### config.mk
export PLATFORM = sky130hd
export DESIGN_NAME = pipeline_stall_controller
export DESIGN_NICKNAME = d
export VERILOG_FILES = /design/src/rtl/pipeline_stall_controller.sv
export SDC_FILE = /design/constraint.sdc
export NUM_CORES = 1
export LEC_CHECK = 0
export ABC_AREA = 1
export CAP_MARGIN = 10
export CORE_AREA = 3 3 77 79
export CTS_CLUSTER_DIAMETER = 60
export CTS_CLUSTER_SIZE = 25
export DETAILED_ROUTE_END_ITERATION = 10
export DIE_AREA = 0 0 80 82
export GPL_TIMING_DRIVEN = 0
export HOLD_SLACK_MARGIN = 0.15
export PLACE_DENSITY = 0.79
export REMOVE_ABC_BUFFERS = 1
export SETUP_SLACK_MARGIN = 0.2
export SYNTH_ARGS = -nofsm -noshare
export SYNTH_HDL_FRONTEND = slang
export SYNTH_SLANG_ARGS = --single-unit
### constraint.sdc
create_clock -name clk -period 2.12 [get_ports clk]
set_input_delay 0.318 -clock clk [delete_from_list [all_inputs] [get_ports clk]]
set_output_delay 0.318 -clock clk [all_outputs]
set_load 0.1 [all_outputs]
### src/rtl/pipeline_stall_controller.sv
// Stall/flush sequencer: merges hazard, branch and SRAM handshake
// into per-stage freeze/flush enables, with watchdog and statistics.
module pipeline_stall_controller #(
  parameter int TIMEOUT = 64,
  parameter int CNT_W   = 16
) (
  input  logic             clk,
  input  logic             rst,
  input  logic             hazard,
  input  logic             branch_taken,
  input  logic             mem_req,
  input  logic             mem_ready,
  input  logic             clr_stats,
  output logic             pc_freeze,
  output logic             if_id_freeze,
  output logic             if_id_flush,
  output logic             id_ex_flush,
  output logic             back_freeze,
  output logic             mem_stall,
  output logic             mem_timeout,
  output logic [CNT_W-1:0] stall_cnt,
  output logic [CNT_W-1:0] flush_cnt
);

  typedef enum logic {
    RUN,
    MEM_WAIT
  } state_e;

  localparam logic [7:0] TO = 8'(TIMEOUT);

  state_e           state_q, state_d;
  logic [7:0]       wait_cnt_q, wait_cnt_d;
  logic             timeout_q, timeout_d;
  logic [CNT_W-1:0] stall_cnt_q, stall_cnt_d;
  logic [CNT_W-1:0] flush_cnt_q, flush_cnt_d;
  logic             stall;

  always_comb begin
    state_d    = state_q;
    wait_cnt_d = wait_cnt_q;
    timeout_d  = timeout_q;
    stall      = 1'b0;
    unique case (state_q)
      RUN: begin
        if (mem_req && !mem_ready) begin
          stall      = 1'b1;
          state_d    = MEM_WAIT;
          wait_cnt_d = 8'd1;
        end
      end
      MEM_WAIT: begin
        if (mem_ready) begin
          state_d    = RUN;
          wait_cnt_d = 8'd0;
        end else if (wait_cnt_q != TO) begin
          stall      = 1'b1;
          wait_cnt_d = wait_cnt_q + 8'd1;
        end else begin
          // watchdog: release the held access and flag it
          state_d    = RUN;
          wait_cnt_d = 8'd0;
          timeout_d  = 1'b1;
        end
      end
      default: begin
        state_d    = RUN;
        wait_cnt_d = 8'd0;
      end
    endcase
  end

  always_comb begin
    mem_stall    = stall;
    back_freeze  = stall;
    pc_freeze    = stall | (hazard & ~branch_taken);
    if_id_freeze = pc_freeze;
    if_id_flush  = branch_taken & ~stall;
    id_ex_flush  = (branch_taken | hazard) & ~stall;
  end

  always_comb begin
    stall_cnt_d = stall_cnt_q;
    flush_cnt_d = flush_cnt_q;
    if (pc_freeze && (stall_cnt_q != '1))
      stall_cnt_d = stall_cnt_q + 1'b1;
    if (if_id_flush && (flush_cnt_q != '1))
      flush_cnt_d = flush_cnt_q + 1'b1;
    if (clr_stats) begin
      stall_cnt_d = '0;
      flush_cnt_d = '0;
    end
  end

  always_ff @(posedge clk or negedge rst) begin
    if (!rst) begin
      state_q     <= RUN;
      wait_cnt_q  <= 8'd0;
      timeout_q   <= 1'b0;
      stall_cnt_q <= '0;
      flush_cnt_q <= '0;
    end else begin
      state_q     <= state_d;
      wait_cnt_q  <= wait_cnt_d;
      timeout_q   <= clr_stats ? 1'b0 : timeout_d;
      stall_cnt_q <= stall_cnt_d;
      flush_cnt_q <= flush_cnt_d;
    end
  end

  assign mem_timeout = timeout_q;
  assign stall_cnt   = stall_cnt_q;
  assign flush_cnt   = flush_cnt_q;

endmodule
# Yosys cells after proc, flatten, opt, wreduce, memory -nomap -nowiden
# Cells that the tools add are included.
# W data, S select, Z words.
# totals
register_bits	42
input_bits	7
wordCells	46
# classes
addsub	3
eq_ne	6
muxes	16
bitwise_logic	8
n_reduce_logical	8
# ops
op	count
$mux W16	4
$add A16 B1 Y16 const B	2
$ne A16 B16 Y1 const B	2
$mux W8	3
$pmux W8 S2	1
$add A8 B1 Y8 const B	1
$ne A8 B7 Y1 const B	1
$mux W1	7
$reduce_bool A2 Y1	3
$ne A2 B2 Y1 const B	2
$and A1 B1 Y1	3
$logic_and A1 B1 Y1	3
$not A1 Y1	3
$reduce_and A3 Y1	1
$ne A2 B1 Y1 const B	1
$or A1 B1 Y1	2
$pmux W1 S2	1
$logic_not A1 Y1	1

# Depth between registers and ports, before layout
# Gate-level depths: netlist of run 1.
# depth
depth_word	9
mapped_depth	11
depth_no_buf	11

# Worst setup path before layout of run 1
# Ideal clock, no wire load.
# synth_path
path_kind	register to output
start	reg wait_cnt_q[0]
end	out id_ex_flush
arrival_ns	3.034
t_required_ns	1.802
setup_slack_ns	-1.232
path_stages_with_launch	9
path_buffers	0
cell_sequence	dfrtp_1 -> inv_1 -> ha_1 -> nand2_1 -> nor2_1 -> nand2_1 -> nand2_4 -> nand2_1 -> nor2_1
# synth_via
elab_chain_cells	6
# synth_lines
item	line_no	rtl
from (decl)	33	logic [7:0] wait_cnt_q, wait_cnt_d;
from (signal assigned)	104	wait_cnt_q <= wait_cnt_d;
$ne A8 B7 Y1	56	end else if (wait_cnt_q != TO) begin
$mux W1	56	
$mux W1	53	if (mem_ready) begin
$pmux W1 S2	44	unique case (state_q)
net back_freeze	18	output logic back_freeze,
$not A1 Y1	79	id_ex_flush = (branch_taken | hazard) & ~stall;
$and A1 B1 Y1	79	
to (decl)	17	output logic id_ex_flush,
# The timed path passes the listed nets, and every way through them passes these cells.

# Worst setup path after layout of run 1
# layout_path
start	reg wait_cnt_q[0]
end	out id_ex_flush
# layout_via
elab_chain_cells	6
# layout_lines
item	line_no
$ne A8 B7 Y1	56
$mux W1	56
$mux W1	53
$pmux W1 S2	44
$not A1 Y1	79
$and A1 B1 Y1	79
# No other way between the ends.

==> run_results.csv, run 1 <==
group,metric,value,unit
grt,grt_max_degree,56,
drt,wl,7000,um
sta,setup_viol,0,
layout,antennaDiodeCount,0,
yosys,synth_seq_cells,42,
die,initial_core_util,52.8,%
place,placed_cell_area,3330,um2
clock_network,numCtsBuffers,5,
setup_path,crit_required,1800,ps
sta,clock.fmax,0.496,GHz
place,place_inst,511,
yosys,syn_area_per_cell,7.07,um2
setup_path,critPathMaxFanout,5,
setup_path,end_kind,"primary output",
sta,fin_crit_sh,95.1,%
grt,grt_first_pass_wirelength,11700,um
yosys,seq_area_frac_synth,36.8,%
clock_network,cts_tree,"yes",
drt,routed_wire_length_per_instance,13.2,um
setup_path,crit_arrival,1700,ps
run_status,status,"completed",
run,cap_violations,0,
layout,final_cells,529,
grt,antenna_found_initial,0,
yosys,synth_cell_types,33,
place,pre_cts_ws,-752,ps
die,dieWidth,80,um
yosys,synthArstFlopShare,100,%
yosys,syn-cell-area,2860,um2
layout,drive_gt1_share,18.8,%
grt,grt_usage,22.2,%
die,ios,46,
drt,drc,0,
grt,overflow,0,
grt,grt_pass1_vias,2552,
layout,areaGrowthSynthToFinish,27.2,%
drt,num_vias,2816,
clock_network,max-clock-path-buffers,2,
sta,worst_pin_slew,957,ps
die,fp.dieArea,6560,um2
min_path,hp-class,"input port to async pin",
power,p_leak,1.78,nW
power,vdd_drop_max,0.000411,V
clock_network,clk_latency,290,ps
sta,relSlewSlack,36.4,%
yosys,synth_warnings,0,
setup_path,path_class,"register to primary output",
die,die_y,82,um
sta,slew_violations,0,
clock_network,clock-root-buffer,"clkbuf_8",
clock_network,path_clk_slew,80,ps
clock_network,numClockSinks,42,
drt,drtIter0Drc,168,
place,globalplace.congestion,0.882,
place,dp_hpwl,4610,um
clock_network,cts_max_level,2,
die,core_area,5410,um2
layout,fill_cells,475,
layout,final_nets,468,
layout,final_area,3630,um2
sta,finalClockSkew,6.38,ps
layout,final_util,67.2,%
setup_path,r2r_slack,260,ps
yosys,syn-instance-count,404,
power,powerDensity,557,nW/um2
die,row_count,27,
sta,worst_slack,104,ps
sta,fin_crit,2020,ps
sta,rsz0062_at_grt,"yes",
setup_path,crit_path_start_kind,"register",
yosys,ys.flop_type,"dfrtp_1",
sta,finalHoldViolations,0,
drt,vias_per_cell,5.32,
yosys,synth_edf_count,0,
place,portBuffers,45,
drt,drtPass1Iterations,5,
sta,setup_tns,0,ps
drt,ant_nets,0,
==> kinds of logic (layout without fill, tap and decap cells) <==
logic type                 Yosys count  after routing  share of synthesized area (%)
AOI/OAI and AO/OA                   22             22                           4.60
buffers and inverters               54            107                           8.54
and+or+nand+nor                    268            268                           44.0
xor gates and xnor gates            14             14                           4.29
adders and majority gates            4              4                           1.75
DFF                                 42             42                           36.8
==> synth_stat cells, types with 3 or more instances <==
| cell type | instances | area share [%] |
|---|---|---|
| nand2_1 | 121 | 16 |
| nor2_1 | 58 | 7.6 |
| nand3_1 | 53 | 9.3 |
| dfrtp_1 | 42 | 37 |
| inv_1 | 41 | 5.4 |
| xor2_1 | 11 | 3.4 |
| nand4_1 | 10 | 2.2 |
| nor3_1 | 6 | 1.1 |
| o21ai_0 | 6 | 1.1 |
| a21oi_1 | 5 | 0.88 |
| buf_4 | 5 | 1.3 |
| nand3_2 | 5 | 1.8 |
| ha_1 | 4 | 1.8 |
| nand2_4 | 3 | 1.2 |
| o21bai_1 | 3 | 0.79 |
| o22ai_1 | 3 | 0.66 |
| xnor2_1 | 3 | 0.92 |
==> flip-flops by register name, indices dropped and copies added (netlist names) <==
register     cells
flush_cnt       16
mem_timeout      1
stall_cnt       16
state_q          1
wait_cnt_q       8
==> repair_timing <==
action,in CTS,in global routing
hold buffers,1,0
setup buffers,5,5
setup endpoints to repair,51,48
endpoints found under the hold margin,16,0
resized for setup,128,38
pin swaps,1,7
==> final timing paths <==
path,from,end,cells after the start
setup / recovery,wait_cnt_q[0],id_ex_flush,9
hold / removal,rst,wait_cnt_q[0],2
setup reg to reg,wait_cnt_q[0],flush_cnt[11],11
hold reg to reg,mem_timeout,mem_timeout,1
max in group asynchronous,rst,flush_cnt[1],3
min in group clk,mem_timeout,mem_timeout,1
==> metal layers <==
metal  vias up  global-route usage [%]  part of all wire, %
met2        79                    35.1                   49
met1      1324                    31.3                   45
met5         -                       0                    0
met4         0                    5.91                 0.79
met3         7                    4.28                  4.6
li1       1406                       -                    -
==> placed cells by master (no fill, tap or decap), drive strengths merged <==
cell type        n
nand4           11
a31oi            2
clkdlybuf4s50    5
nand3b           2
dlygate4sd2      1
nand2          126
inv             43
buf             18
clkdlybuf4s15   20
nor3             6
nand3           60
dlygate4sd3      1
o21a             1
bufinv           1
nor2            63
ha               4
o21ai            6
dfrtp           42
a21o             2
clkbuf          18
o22ai            3
o21bai           3
a21oi            5
xnor2            3
xor2            11
==> per-stage QoR <==
step | hold slack [ps] | power (W)
floorplan | 22.4 | 0.00115
global placement | 482 | 0.00126
detailed placement | 282 | 0.00127
CTS | 489 | 0.00197
global route | 511 | 0.00212
finish | 489 | 0.00203
==> where the power goes <==
part	switching, W	internal (W)
Combinational	0.000354	0.000167
Sequential	0.0000239	0.000822
Clock	0.000282	0.000377
Total	0.000659	0.00137
==> critical path: stages, from the launching register on <==
cell,delay [ps]
dfrtp_1,400
inv_2,80
ha_4,130
nand2_2,50
nor2_2,120
nand2_2,80
nand2_4,150
nand2_8,90
nor2_4,140
buf_12,180
==> cell type report <==
| cell class | instances | area, um2 | share of cell area (%) |
|---|---|---|---|
| tap | 72 | 90.1 | 2.48 |
| sequential | 42 | 1050 | 29.0 |
| clock inverter | 1 | 30.0 | 0.826 |
| inverter | 43 | 164 | 4.51 |
| timing repair buffer | 57 | 591 | 16.2 |
| multi-input combinational | 308 | 1620 | 44.7 |
| clock buffer | 6 | 82.6 | 2.27 |
(Power assumes the default switching activity.)
==> run 2, diff against run 1 <==
REMOVE_ABC_BUFFERS = default   (was 1)
==> run_results.csv, run 2 (synthesis results as in run 1) <==
group,metric,value,unit
grt,overflow,0,
setup_path,r2r_cells,13,
sta,rsz0062_at_grt,"yes",
clock_network,max-clock-path-buffers,2,
layout,final_nets,484,
layout,final_common_cell,"nand2_1",
die,core_area,5410,um2
clock_network,clock-root-buffer,"clkbuf_8",
die,ios,46,
die,dieWidth,80,um
run,cap_violations,0,
power,p_leak,1.82,nW
grt,grt_usage,24.4,%
die,row_count,27,
sta,relSlewSlack,35.8,%
drt,drtIter0Drc,179,
clock_network,path_clk_slew,90,ps
drt,routed_wire_length_per_instance,13.8,um
layout,areaGrowthSynthToFinish,29.3,%
power,power.total,0.00195,W
setup_path,worstReg2RegEnd,"flush_cnt[8]",
place,pre_cts_ws,-875,ps
sta,fin_crit_sh,98.2,%
layout,antennaDiodeCount,0,
setup_path,critPathMaxFanout,6,
die,die_y,82,um
yosys,syn-num-nets,415,
clock_network,cts_max_level,2,
sta,clock.fmax,0.481,GHz
clock_network,cts_tree,"yes",
clock_network,numCtsBuffers,5,
grt,antenna_found_initial,0,
grt,grt_first_pass_wirelength,12800,um
run_status,status,"completed",
clock_network,numClockSinks,42,
power,vdd_drop_max,0.000500,V
sta,finalHoldViolations,0,
setup_path,end_kind,"primary output",
place,globalplace.congestion,0.939,
drt,drc,0,
die,initial_core_util,52.8,%
sta,setup_viol,0,
sta,worst_slack,39.1,ps
sta,fin_crit,2080,ps
die,fp.dieArea,6560,um2
setup_path,crit_arrival,1760,ps
layout,drive_gt1_share,24.1,%
grt,grt_pass1_vias,2651,
setup_path,timing.rr.start,"wait_cnt_q[1]",
drt,vias_per_cell,5.28,
sta,worst_pin_slew,967,ps
grt,grt_max_degree,28,
setup_path,r2r_slack,100,ps
setup_path,path_class,"register to primary output",
min_path,hp-class,"input port to async pin",
sta,finalClockSkew,5.71,ps
clock_network,clk_latency,300,ps
setup_path,crit_required,1800,ps
place,portBuffers,45,
drt,wl,7530,um
layout,mostFrequentLayoutCells,"118 x nand2_1, 57 x nor2_1, 53 x nand3_1",
setup_path,crit_path_start_kind,"register",
drt,ant_nets,0,
power,powerDensity,527,nW/um2
drt,num_vias,2884,
place,dp_hpwl,5310,um
layout,fill_cells,444,
sta,slew_violations,0,
drt,drtPass1Iterations,5,
run 2: cell types whose count changed in the layout (fill, tap and decap cells not counted), moves of 4 or more:
cell	change
buf_4	+7
buf_6	+4
clkbuf_2	+9
clkdlybuf4s15_1	+4
clkdlybuf4s15_2	-14
dfrtp_1	-21
dfrtp_2	+17
dfrtp_4	+4
run 2: report_power, final:
part	internal, W	switching (W)
Combinational	0.000199	0.000366
Clock	0.000232	0.000300
Sequential	0.000827	0.0000214
Total	0.00126	0.000688
run 2: critical path: stages (launching register included):
cell     delay, ps
dfrtp_1        390
inv_2           90
ha_4           130
nand2_2         40
nor2_1          90
nand2_1        110
nand2_4        140
nand3_4        150
buf_8          160
buf_12         150
run 2: worst max path at each step:
| stage | from | end | cells past startpoint |
|---|---|---|---|
| after floorplan | wait_cnt_q[0] | id_ex_flush | 8 |
| after global placement | mem_ready | pc_freeze | 8 |
| after detailed placement | mem_ready | pc_freeze | 8 |
| after CTS | wait_cnt_q[1] | pc_freeze | 9 |
| after global routing | wait_cnt_q[1] | pc_freeze | 9 |
| final | wait_cnt_q[1] | pc_freeze | 9 |
run 2: cell type report:
cell class / instances / area, um2 / area share [%]
Multi-Input combinational cell: 308 / 1610 / 43.6
Buffer: 11 / 101 / 2.74
Timing Repair Buffer: 62 / 548 / 14.8
Clock buffer: 5 / 68.8 / 1.86
Clock inverter: 3 / 21.3 / 0.576
Tap cell: 72 / 90.1 / 2.44
Inverter: 43 / 165 / 4.47
Sequential cell: 42 / 1090 / 29.5
run 2: through the flow:
stage	hold slack, ps	setup TNS [ps]	util [%]	area (um2)	std cells
after floorplan	22.4	0	-	2930	404
after global placement	474	-25820	64.2	3470	521
after detailed placement	267	-4790	64.5	3490	522
after CTS	478	0	68.5	3700	540
after global routing	489	-444	68.4	3690	546
final	465	0	68.4	3690	546
run 2: routing by layer:
| metal | routed length, um | vias up | global-route usage [%] |
|---|---|---|---|
| met5 | 0 | - | 0 |
| met4 | 99 | 0 | 7.09 |
| met3 | 390 | 10 | 3.07 |
| met2 | 3840 | 85 | 41.8 |
| met1 | 3200 | 1351 | 32.3 |
| li1 | - | 1438 | - |
run 2: what timing repair did:
action,4_1_cts,5_1_grt
hold buffers,1,0
pin swaps,3,7
setup buffers,9,6
resized for setup,110,42
endpoints found under the hold margin,15,0
endpoints found under the setup margin,39,43
==> run 3, diff against run 2 <==
ABC_AREA = default   (was 1)
CORE_AREA = 3 3 65 67   (was 3 3 77 79)
CTS_CLUSTER_DIAMETER = default   (was 60)
DIE_AREA = 0 0 68 70   (was 0 0 80 82)
DONT_BUFFER_PORTS = 1   (was default)
PLACE_DENSITY = 0.78   (was 0.79)
==> run_results.csv, run 3 <==
group,metric,value,unit
grt,grt.met2_usage,56.4,%
yosys,syn-instance-count,252,
yosys,synth_warnings,0,
grt,grt_pass1_vias,2344,
power,powerDensity,538,nW/um2
die,row_count,22,
die,initial_core_util,63.5,%
clock_network,cts_max_level,2,
drt,vias_per_cell,7.45,
sta,clock.fmax,0.410,GHz
sta,fin_crit,2440,ps
clock_network,clk_latency,310,ps
setup_path,crit_end,"id_ex_flush",
drt,wl,9660,um
yosys,synth.most_common_cell,"dfrtp_1",
clock_network,path_clk_slew,80,ps
grt,antenna_found_initial,0,
place,portBuffers,0,
setup_path,startpoint,"wait_cnt_q[6]",
place,pre_cts_ws,-277,ps
run,cap_violations,0,
die,die_y,70,um
die,core_area,3690,um2
power,switching_share,34.2,%
grt,use_met1,40.8,%
setup_path,worstReg2RegEnd,"flush_cnt[2]",
run_status,failed_checks,"setup timing",
sta,fin_crit_sh,115,%
layout,areaGrowthSynthToFinish,46.8,%
power,power_frac_seq,49.9,%
power,pwr-share-clk,28.1,%
sta,setup_viol,35,
layout,final_cells,348,
yosys,synthTopCellsByCount,"42 x dfrtp_1, 28 x a21oi_1, 17 x nand3_1, 17 x nor2_1, 16 x nand2_1",
clock_network,cts_tree,"yes",
place,globalplace.congestion,0.769,
yosys,synth_cell_types,43,
setup_path,end_kind,"primary output",
setup_path,path_class,"register to primary output",
layout,mostFrequentLayoutCells,"26 x dfrtp_4, 23 x buf_4, 18 x buf_6",
sta,setup_tns,-5260,ps
yosys,seq_area_frac_synth,44.9,%
drt,drtPass1Iterations,7,
grt,grt_max_degree,43,
setup_path,r2r_slack,-280,ps
grt,grt_usage,33.7,%
run_status,status,"finished with violations",
yosys,synth_top_cell_by_area,"dfrtp_1",
yosys,synthArstFlopShare,100,%
die,ios,46,
place,place_inst,300,
layout,final_common_cell,"dfrtp_4",
yosys,ys.flop_type,"dfrtp_1",
yosys,synth_edf_count,0,
setup_path,r2r_cells,8,
die,dieWidth,68,um
sta,finalHoldViolations,0,
power,vdd_drop_max,0.000517,V
yosys,syn-num-nets,263,
power,power.total,0.00185,W
sta,finalClockSkew,12.8,ps
sta,worst_slack,-322,ps
setup_path,crit_path_start_kind,"register",
clock_network,max-clock-path-buffers,2,
grt,grt_first_pass_wirelength,12100,um
setup_path,critPathMaxFanout,7,
power,p_int,0.00122,W
drt,drc,0,
grt,overflow,0,
yosys,synth_seq_cells,42,
sta,worst_pin_slew,922,ps
yosys,netlist_top_cells_area,"dfrtp_1 45%, a21oi_1 6.0%, or3_1 4.0%",
power,p_leak,1.26,nW
drt,ant_nets,0,
die,fp.dieArea,4760,um2
clock_network,numClockSinks,42,
yosys,syn-cell-area,2340,um2
drt,routed_wire_length_per_instance,27.7,um
drt,num_vias,2594,
drt,drtIter0Drc,481,
setup_path,crit_arrival,2120,ps
power,p_switching,0.000633,W
sta,rsz0062_at_grt,"yes",
yosys,synth_top_area_share,44.9,%
yosys,syn_area_per_cell,9.29,um2
sta,slew_violations,0,
clock_network,clock-root-buffer,"clkbuf_8",
min_path,hp-class,"input port to register",
clock_network,numCtsBuffers,5,
layout,antennaDiodeCount,0,
grt,busiest_layer,"met2",
layout,final_nets,310,
setup_path,timing.rr.start,"wait_cnt_q[6]",
setup_path,crit_required,1800,ps
layout,drive_gt1_share,51.0,%
sta,relSlewSlack,38.6,%
place,dp_hpwl,3770,um
power,pwr-share-comb,22.0,%
grt,grtUsageMet3,7.72,%
[run 3: metrics by stage]
step | instance area (um2) | utilization (%) | hold WS [ps]
finish | 3440 | 93.1 | 238
global route | 3440 | 93.1 | 244
CTS | 3180 | 86.2 | 204
detailed placement | 2540 | 68.8 | 23.6
global placement | 2540 | 68.8 | 23.4
floorplan | 2480 | - | 22.4
[run 3: kinds of logic (layout without fill, tap and decap cells)]
| logic type | Yosys count | count (layout) | share of synthesized area (%) |
|---|---|---|---|
| adder cells (fa/ha/maj) | 4 | 4 | 2.14 |
| buffers and inverters | 22 | 70 | 5.29 |
| AO/OA/AOI/OAI | 75 | 75 | 20.3 |
| multiplexers | 3 | 3 | 1.28 |
| AND/OR/NAND/NOR | 101 | 101 | 24.2 |
| XOR/XNOR | 5 | 5 | 1.87 |
| flip-flops | 42 | 42 | 44.9 |
[run 3: layout make-up]
class	instances	area, um2
Inverter	11	51.3
Clock buffer	8	80.1
Fill cell	110	253
Multi-Input combinational cell	188	1590
Tap cell	48	60.1
Timing Repair Buffer	40	400
Buffer	11	103
Sequential cell	42	1160
[run 3: worst min path at each step]
stage	startpoint	end	slack, ps	cells past startpoint
after floorplan	rst	flush_cnt[11]	20	0
after global placement	rst	wait_cnt_q[4]	20	0
after detailed placement	rst	wait_cnt_q[4]	20	0
after CTS	mem_ready	wait_cnt_q[0]	200	2
after global routing	mem_ready	wait_cnt_q[0]	240	2
final	mem_ready	wait_cnt_q[0]	240	2
[run 3: power by group through the flow]
stage | clock [W] | combinational (W) | sequential [W]
final | 0.000519 | 0.000407 | 0.000923
after global routing | 0.000542 | 0.000427 | 0.000924
after CTS | 0.000504 | 0.000336 | 0.000915
after detailed placement | 0 | 0.000216 | 0.000933
after global placement | 0 | 0.000212 | 0.000933
after floorplan | 0 | 0.000187 | 0.000926
[run 3: layer usage]
metal	vias to the layer above	wire length (um)	part of all wire [%]
met2	247	4630	48
met1	1252	3420	35
met3	62	1030	11
met4	0	572	5.9
met5	-	0	0
li1	1033	-	-
[run 3: critical path: stages, from the launching register on]
cell	delay, ps
dfrtp_1	490
nor4bb_2	480
a21o_4	240
inv_8	110
nor2_4	500
[run 3: what timing repair did]
item | 4_1_cts | 5_1_grt
gates cloned | 3 | 0
resized for setup | 73 | 46
buffers inserted | 27 | 8
endpoints found under the setup margin | 45 | 46
pin swaps | 34 | 22
hold buffers | 2 | 0
hold endpoints to repair | 42 | 0
